<file path="config.mk">
export PLATFORM = sky130hd
export DESIGN_NAME = axis_fx_scheduler
export DESIGN_NICKNAME = d
export VERILOG_FILES = /design/src/rtl/axis_fx_pkg.sv /design/src/rtl/axis_fx_watchdog.sv /design/src/rtl/axis_fx_scheduler.sv
export SDC_FILE = /design/constraint.sdc
export NUM_CORES = 1
export LEC_CHECK = 0
export CAP_MARGIN = 30
export CORE_UTILIZATION = 45
export CTS_CLUSTER_DIAMETER = 80
export DETAILED_ROUTE_END_ITERATION = 10
export PLACE_DENSITY = 0.91
export SLEW_MARGIN = 20
export SYNTH_ARGS = -nofsm -noshare
export SYNTH_HDL_FRONTEND = slang
export SYNTH_HIERARCHICAL = 1
export SYNTH_SLANG_ARGS = --single-unit
</file>
<file path="constraint.sdc">
create_clock -name axis_clk -period 2.7 [get_ports axis_clk]
set_input_delay 0.54 -clock axis_clk [delete_from_list [all_inputs] [get_ports axis_clk]]
set_output_delay 0.54 -clock axis_clk [all_outputs]
set_load 0.03 [all_outputs]
</file>
<file path="src/rtl/axis_fx_pkg.sv">
// Shared types for the AXIS effect scheduler: frame sequencer states,
// channel tags and the default sample width.
package axis_fx_pkg;

  localparam int DATA_W_DEF = 24;

  localparam logic CH_L = 1'b0;
  localparam logic CH_R = 1'b1;

  typedef enum logic [2:0] {
    RX_L   = 3'd0,
    RX_R   = 3'd1,
    ISS_L  = 3'd2,
    WAIT_L = 3'd3,
    ISS_R  = 3'd4,
    WAIT_R = 3'd5,
    TX_L   = 3'd6,
    TX_R   = 3'd7
  } state_t;

endpackage

</file>
<file path="src/rtl/axis_fx_watchdog.sv">
// Response watchdog: counts cycles while en=1, restarts on clr.
// Ports: clk, rst_n, clr, en in; expire out (current cycle is the TIMEOUT-th).
module axis_fx_watchdog #(
  parameter int TO_W    = 8,
  parameter int TIMEOUT = 255
) (
  input  logic clk,
  input  logic rst_n,
  input  logic clr,
  input  logic en,
  output logic expire
);

  localparam logic [TO_W:0] LIM = TIMEOUT[TO_W:0];

  logic [TO_W-1:0] cnt;
  logic [TO_W:0]   cnt_nxt;

  // cnt holds the number of cycles already waited, so the
  // current cycle is number cnt+1.
  assign cnt_nxt = {1'b0, cnt} + {{TO_W{1'b0}}, 1'b1};
  assign expire  = (cnt_nxt == LIM);

  always_ff @(posedge clk or negedge rst_n) begin
    if (!rst_n) begin
      cnt <= '0;
    end else if (clr) begin
      cnt <= '0;
    end else if (en && !cnt_nxt[TO_W]) begin
      cnt <= cnt_nxt[TO_W-1:0];
    end
  end

endmodule

</file>
<file path="src/rtl/axis_fx_scheduler.sv">
// Stereo frame sequencer: RX L/R -> shared mono fx core -> TX L/R,
// with bypass, mute and a response watchdog.
// Ports: axis_clk/axis_resetn; s_axis_* RX slave; m_axis_* TX master;
// fx_req_*/fx_rsp_* effect core; bypass, mute in; busy, timeout_err out.
// Optional AXIS_FX_SCHED_STATS_EN adds frame_cnt and timeout_cnt.
module axis_fx_scheduler
  import axis_fx_pkg::*;
#(
  parameter int DATA_W  = DATA_W_DEF,
  parameter int TIMEOUT = 255,
  parameter int TO_W    = 8
) (
  input  logic              axis_clk,
  input  logic              axis_resetn,
  input  logic [31:0]       s_axis_data,
  input  logic              s_axis_valid,
  output logic              s_axis_ready,
  input  logic              s_axis_last,
  output logic [31:0]       m_axis_data,
  output logic              m_axis_valid,
  input  logic              m_axis_ready,
  output logic              m_axis_last,
  output logic [DATA_W-1:0] fx_req_data,
  output logic              fx_req_ch,
  output logic              fx_req_valid,
  input  logic              fx_req_ready,
  input  logic [DATA_W-1:0] fx_rsp_data,
  input  logic              fx_rsp_ch,
  input  logic              fx_rsp_valid,
  input  logic              bypass,
  input  logic              mute,
  output logic              busy,
  output logic              timeout_err
`ifdef AXIS_FX_SCHED_STATS_EN
  ,
  output logic [31:0]       frame_cnt,
  output logic [15:0]       timeout_cnt
`endif
);

  state_t st, nxt;

  logic [DATA_W-1:0] l_smp, r_smp, tx_smp;
  logic              mute_q;
  logic              st_l, st_r, latch;
  logic              wet_l, wet_r;
  logic              wd_clr, wd_en, wd_exp;
  logic              rsp_l, rsp_r;
  logic              unused_hi;

  assign unused_hi = ^s_axis_data[31:DATA_W];

  assign rsp_l = fx_rsp_valid && (fx_rsp_ch == CH_L);
  assign rsp_r = fx_rsp_valid && (fx_rsp_ch == CH_R);

  axis_fx_watchdog #(
    .TO_W    (TO_W),
    .TIMEOUT (TIMEOUT)
  ) u_wd (
    .clk    (axis_clk),
    .rst_n  (axis_resetn),
    .clr    (wd_clr),
    .en     (wd_en),
    .expire (wd_exp)
  );

  always_comb begin
    nxt          = st;
    s_axis_ready = 1'b0;
    fx_req_valid = 1'b0;
    m_axis_valid = 1'b0;
    timeout_err  = 1'b0;
    wd_clr       = 1'b0;
    wd_en        = 1'b0;
    st_l         = 1'b0;
    st_r         = 1'b0;
    latch        = 1'b0;
    wet_l        = 1'b0;
    wet_r        = 1'b0;
    unique case (st)
      RX_L: begin
        s_axis_ready = 1'b1;
        // A lone R word means we lost sync: drop it.
        if (s_axis_valid && !s_axis_last) begin
          st_l = 1'b1;
          nxt  = RX_R;
        end
      end
      RX_R: begin
        s_axis_ready = 1'b1;
        if (s_axis_valid) begin
          if (s_axis_last) begin
            st_r  = 1'b1;
            latch = 1'b1;
            nxt   = bypass ? TX_L : ISS_L;
          end else begin
            st_l = 1'b1;
          end
        end
      end
      ISS_L: begin
        fx_req_valid = 1'b1;
        if (fx_req_ready) begin
          wd_clr = 1'b1;
          nxt    = WAIT_L;
        end
      end
      WAIT_L: begin
        wd_en = 1'b1;
        if (rsp_l) begin
          wet_l = 1'b1;
          nxt   = ISS_R;
        end else if (wd_exp) begin
          timeout_err = 1'b1;
          nxt         = ISS_R;
        end
      end
      ISS_R: begin
        fx_req_valid = 1'b1;
        if (fx_req_ready) begin
          wd_clr = 1'b1;
          nxt    = WAIT_R;
        end
      end
      WAIT_R: begin
        wd_en = 1'b1;
        if (rsp_r) begin
          wet_r = 1'b1;
          nxt   = TX_L;
        end else if (wd_exp) begin
          timeout_err = 1'b1;
          nxt         = TX_L;
        end
      end
      TX_L: begin
        m_axis_valid = 1'b1;
        if (m_axis_ready) nxt = TX_R;
      end
      TX_R: begin
        m_axis_valid = 1'b1;
        if (m_axis_ready) nxt = RX_L;
      end
    endcase
  end

  // Dry samples are overwritten in place by the wet result, so a
  // timeout simply leaves the dry value to be sent.
  always_ff @(posedge axis_clk or negedge axis_resetn) begin
    if (!axis_resetn) begin
      st     <= RX_L;
      l_smp  <= '0;
      r_smp  <= '0;
      mute_q <= 1'b0;
    end else begin
      st <= nxt;
      if (st_l) begin
        l_smp <= s_axis_data[DATA_W-1:0];
      end else if (wet_l) begin
        l_smp <= fx_rsp_data;
      end
      if (st_r) begin
        r_smp <= s_axis_data[DATA_W-1:0];
      end else if (wet_r) begin
        r_smp <= fx_rsp_data;
      end
      if (latch) mute_q <= mute;
    end
  end

  assign busy = (st != RX_L);

  assign fx_req_ch   = (st == ISS_R);
  assign fx_req_data = !fx_req_valid ? '0
                     : (fx_req_ch ? r_smp : l_smp);

  assign tx_smp      = (st == TX_R) ? r_smp : l_smp;
  assign m_axis_last = (st == TX_R);
  assign m_axis_data = (m_axis_valid && !mute_q)
                     ? {{(32-DATA_W){1'b0}}, tx_smp}
                     : 32'h0;

`ifdef AXIS_FX_SCHED_STATS_EN
  always_ff @(posedge axis_clk or negedge axis_resetn) begin
    if (!axis_resetn) begin
      frame_cnt   <= '0;
      timeout_cnt <= '0;
    end else begin
      if (st == TX_R && m_axis_ready) begin
        frame_cnt <= frame_cnt + 32'd1;
      end
      if (timeout_err && timeout_cnt != 16'hFFFF) begin
        timeout_cnt <= timeout_cnt + 16'd1;
      end
    end
  end
`endif

endmodule

</file>
==> results.md <==
- Setup Skew: between 0.009 and 0.01 ns
- Via-to-Cell Ratio: 5.73
- Fin crit share: 0.965
- CTS max path bufs: 2
- Layout area overhead: 34.0%
- Drt first pass iters: 5
- Core area: 7890 um^2
- Worst-margin pin slew: 0.606 ns
- First-pass GRT wire length: 17100 um
- Peak supply drop: 607 uV
- Area share of the largest cell type after synthesis: 0.401
- Count leader, synth: nand2_1
- Startpoint type of the worst setup path: flop
- Max-cap viol count: 0
- YS warnings: 6
- Number of synthesized flops with an enable pin: 0
- Mapped Cells: about 440
- Top delay family on crit path: buffers and inverters
- H-tree level count: 3
- Via count: 3687
- CTS tree: done
- Rows: 32
- IO Port Bufs: 112
- Final wirelength: roughly 11000 um
- Mapped cell area: 3740 um^2
- Final WS setup: 0.0937 ns
- Pin count of the biggest net entering global routing: 49
- Routed wire length per instance: 16.9 um
- Tightest Hold Check Type: input pin to async pin
- Final Hold Slack: 0.222 ns
- Share of cells above drive strength 1: 0.194
- Clk_lat worst skew: 0.33 ns
- # diodes: 0
- Power per cell area: 1150 nW/um^2
- Fraction of the yosys area taken by sequential cells: 0.401
- Leakage Power: 2.27 nW
- Setup slack at placement: 0.348 ns
- GP Congestion: 0.830
- DP Cell Count: 627
- Die height: 93.2 um
- Power, Total: 5.79 mW
- Total GRT Usage: 0.253
- Vias in the first global route: 3620
- Hpwl dp: approximately 7300 um
- Die ar.: between 8000 and 9000 um^2
- CP arrival: 2.07 ns
- Slew HR: 0.596
- Kind of critical path: flop to output pin
- Worst setup EP type: output pin
- Main area contributors after synthesis: dfrtp_1 40%, nand2_1 10%, mux2i_1 7.5%
- Final Max Slew Viols: 0
- Max Clock Freq: about 0.38 GHz
- Leading area contributor after synthesis: dfrtp_1
- Hold Vio Cnt, Final: 0
- Final nets: 609
- Synth top cells by count: 103 x nand2_1, 60 x dfrtp_1, 52 x a21oi_1, 35 x nor2_1, 28 x mux2i_1
- Synthesized flop and latch total: 60
- CP Depth: 7
- Root buffer cell: clkbuf_8
- Largest fanout on the critical path: 24
- DIE WIDTH: 93.2 um
- Worst EP required: approximately 2.2 ns
- Final ANT Viol Nets: 0
- # IOs: 129
- Initial core utilization: 0.475
- Clock Sink Count: 60
- Final setup viols: 0
- Reg2reg path depth: 8
- Clock slew at reported path FFs: 0.07 ns
- Dominant synthesized flop cell: dfrtp_1
- DRT iter0 DRCs: 190
- Status: finished clean
- Syn_area_per_cell: between 8 and 9 um^2
- Initial antenna violation count: 0
- DRC violations left: 0
- Crit path cell chain: inv_1 -> ha_2 -> nor2_1 -> or3_1 -> buf_6 -> a21oi_1 -> buf_4
- Remaining global-route overflow: 0
- Slowest stage delay, CP: 0.40 ns
- Crit path time final: 2.61 ns
- Post-Layout Cell Count: 644
- Num CTS Buffers: 9
- Library cells used by synthesis: 50
- Cts hold-fix bufs: 0
- Critical path's slowest cell: dfrtp_1
- Worst Path Buf+Inv: 3
- Final core occ: 0.636
- Async SR Flop Fraction: 1.00
==> layout by cell type (no fill, tap or decap), types with 2 or more instances in the layout <==
| cell | n |
|---|---|
| a211oi_1 | 4 |
| a21oi_1 | 45 |
| a21oi_2 | 7 |
| a22o_1 | 24 |
| a22oi_1 | 24 |
| a32oi_1 | 2 |
| and2_1 | 4 |
| buf_12 | 2 |
| buf_4 | 60 |
| clkbuf_8 | 11 |
| clkdlybuf4s50_1 | 59 |
| clkinv_2 | 3 |
| conb_1 | 8 |
| dfrtp_1 | 60 |
| ha_1 | 4 |
| inv_1 | 5 |
| mux2_2 | 4 |
| mux2i_1 | 28 |
| nand2_1 | 103 |
| nand2b_1 | 4 |
| nand3_1 | 2 |
| nand4_1 | 3 |
| nor2_1 | 35 |
| nor2b_1 | 5 |
| nor3_1 | 2 |
==> power breakdown <==
| group | internal [mW] | leakage [nW] | switching [mW] | total [mW] |
|---|---|---|---|---|
| Sequential | 1.33 | 0.725 | 0.365 | 1.69 |
| Combinational | 1.27 | 1.44 | 2.00 | 3.27 |
| Clock | 0.474 | 0.102 | 0.347 | 0.821 |
| Total | 3.08 | 2.27 | 2.71 | 5.79 |
==> sequential cells by signal, summed over array words and instances (netlist names) <==
| register | count |
|---|---|
| l_smp | 24 |
| r_smp | 24 |
| u_wd/cnt | 8 |
| st | 3 |
| mute_q | 1 |
==> per-stage QoR <==
stage / setup TNS (ns) / instance area [um^2]
final: 0 / 5010
after global routing: -0.0265 / 5010
after CTS: 0 / 4970
after detailed placement: 0 / 4760
after global placement: 0 / 4740
after floorplan: 0 / 3770
==> final timing paths <==
| path | startpoint | end | slack, ns |
|---|---|---|---|
| min in group axis_clk | r_smp[1]$_DFFE_PN0P_ | r_smp[1]$_DFFE_PN0P_ | 0.50 |
| worst min register to register | r_smp[1]$_DFFE_PN0P_ | r_smp[1]$_DFFE_PN0P_ | 0.50 |
| worst max-delay path | st[0]$_DFFE_PN0P_ | m_axis_data[13] | 0.09 |
| max in group asynchronous | axis_resetn | st[0]$_DFFE_PN0P_ | 1.87 |
| worst min-delay path | axis_resetn | l_smp[3]$_DFFE_PN0P_ | 0.22 |
| worst max register to register | u_wd/cnt[0]$_DFFE_PN0P_ | st[1]$_DFFE_PN0P_ | 0.46 |
==> per-layer routing <==
metal / global-route usage / vias up / part of all wire
met4: 0.123 / 0 / 0.020
li1: - / 1711 / -
met3: 0.0358 / 21 / 0.065
met5: 0 / - / 0
met2: 0.455 / 177 / 0.52
met1: 0.295 / 1778 / 0.40
==> cell families after synthesis <==
group                    count (synthesis)  share of synthesized area
multiplexers                            32                     0.0869
adder cells (fa/ha/maj)                  6                     0.0201
other                                    1                    0.00100
AND/OR/NAND/NOR                        171                      0.202
flip-flops                              60                      0.401
buffers and inverters                   48                     0.0709
XOR/XNOR                                 2                    0.00468
AO/OA/AOI/OAI                          117                      0.214
==> cell type report <==
| class | count | area, um^2 |
|---|---|---|
| inverter | 6 | 23.8 |
| multi-input combinational | 336 | 2050 |
| sequential | 60 | 1500 |
| timing repair buffer | 124 | 1110 |
| tap | 102 | 128 |
| fill | 649 | 2870 |
| clock buffer | 12 | 155 |
| clock inverter | 4 | 47.5 |
==> repair_timing <==
| action | in CTS | in global routing |
|---|---|---|
| setup endpoints to repair | 3 | 16 |
| resized for setup | 3 | 9 |
| setup buffers | 0 | 1 |
| pin swaps | 0 | 1 |
Power figures use the tool's default switching activity.
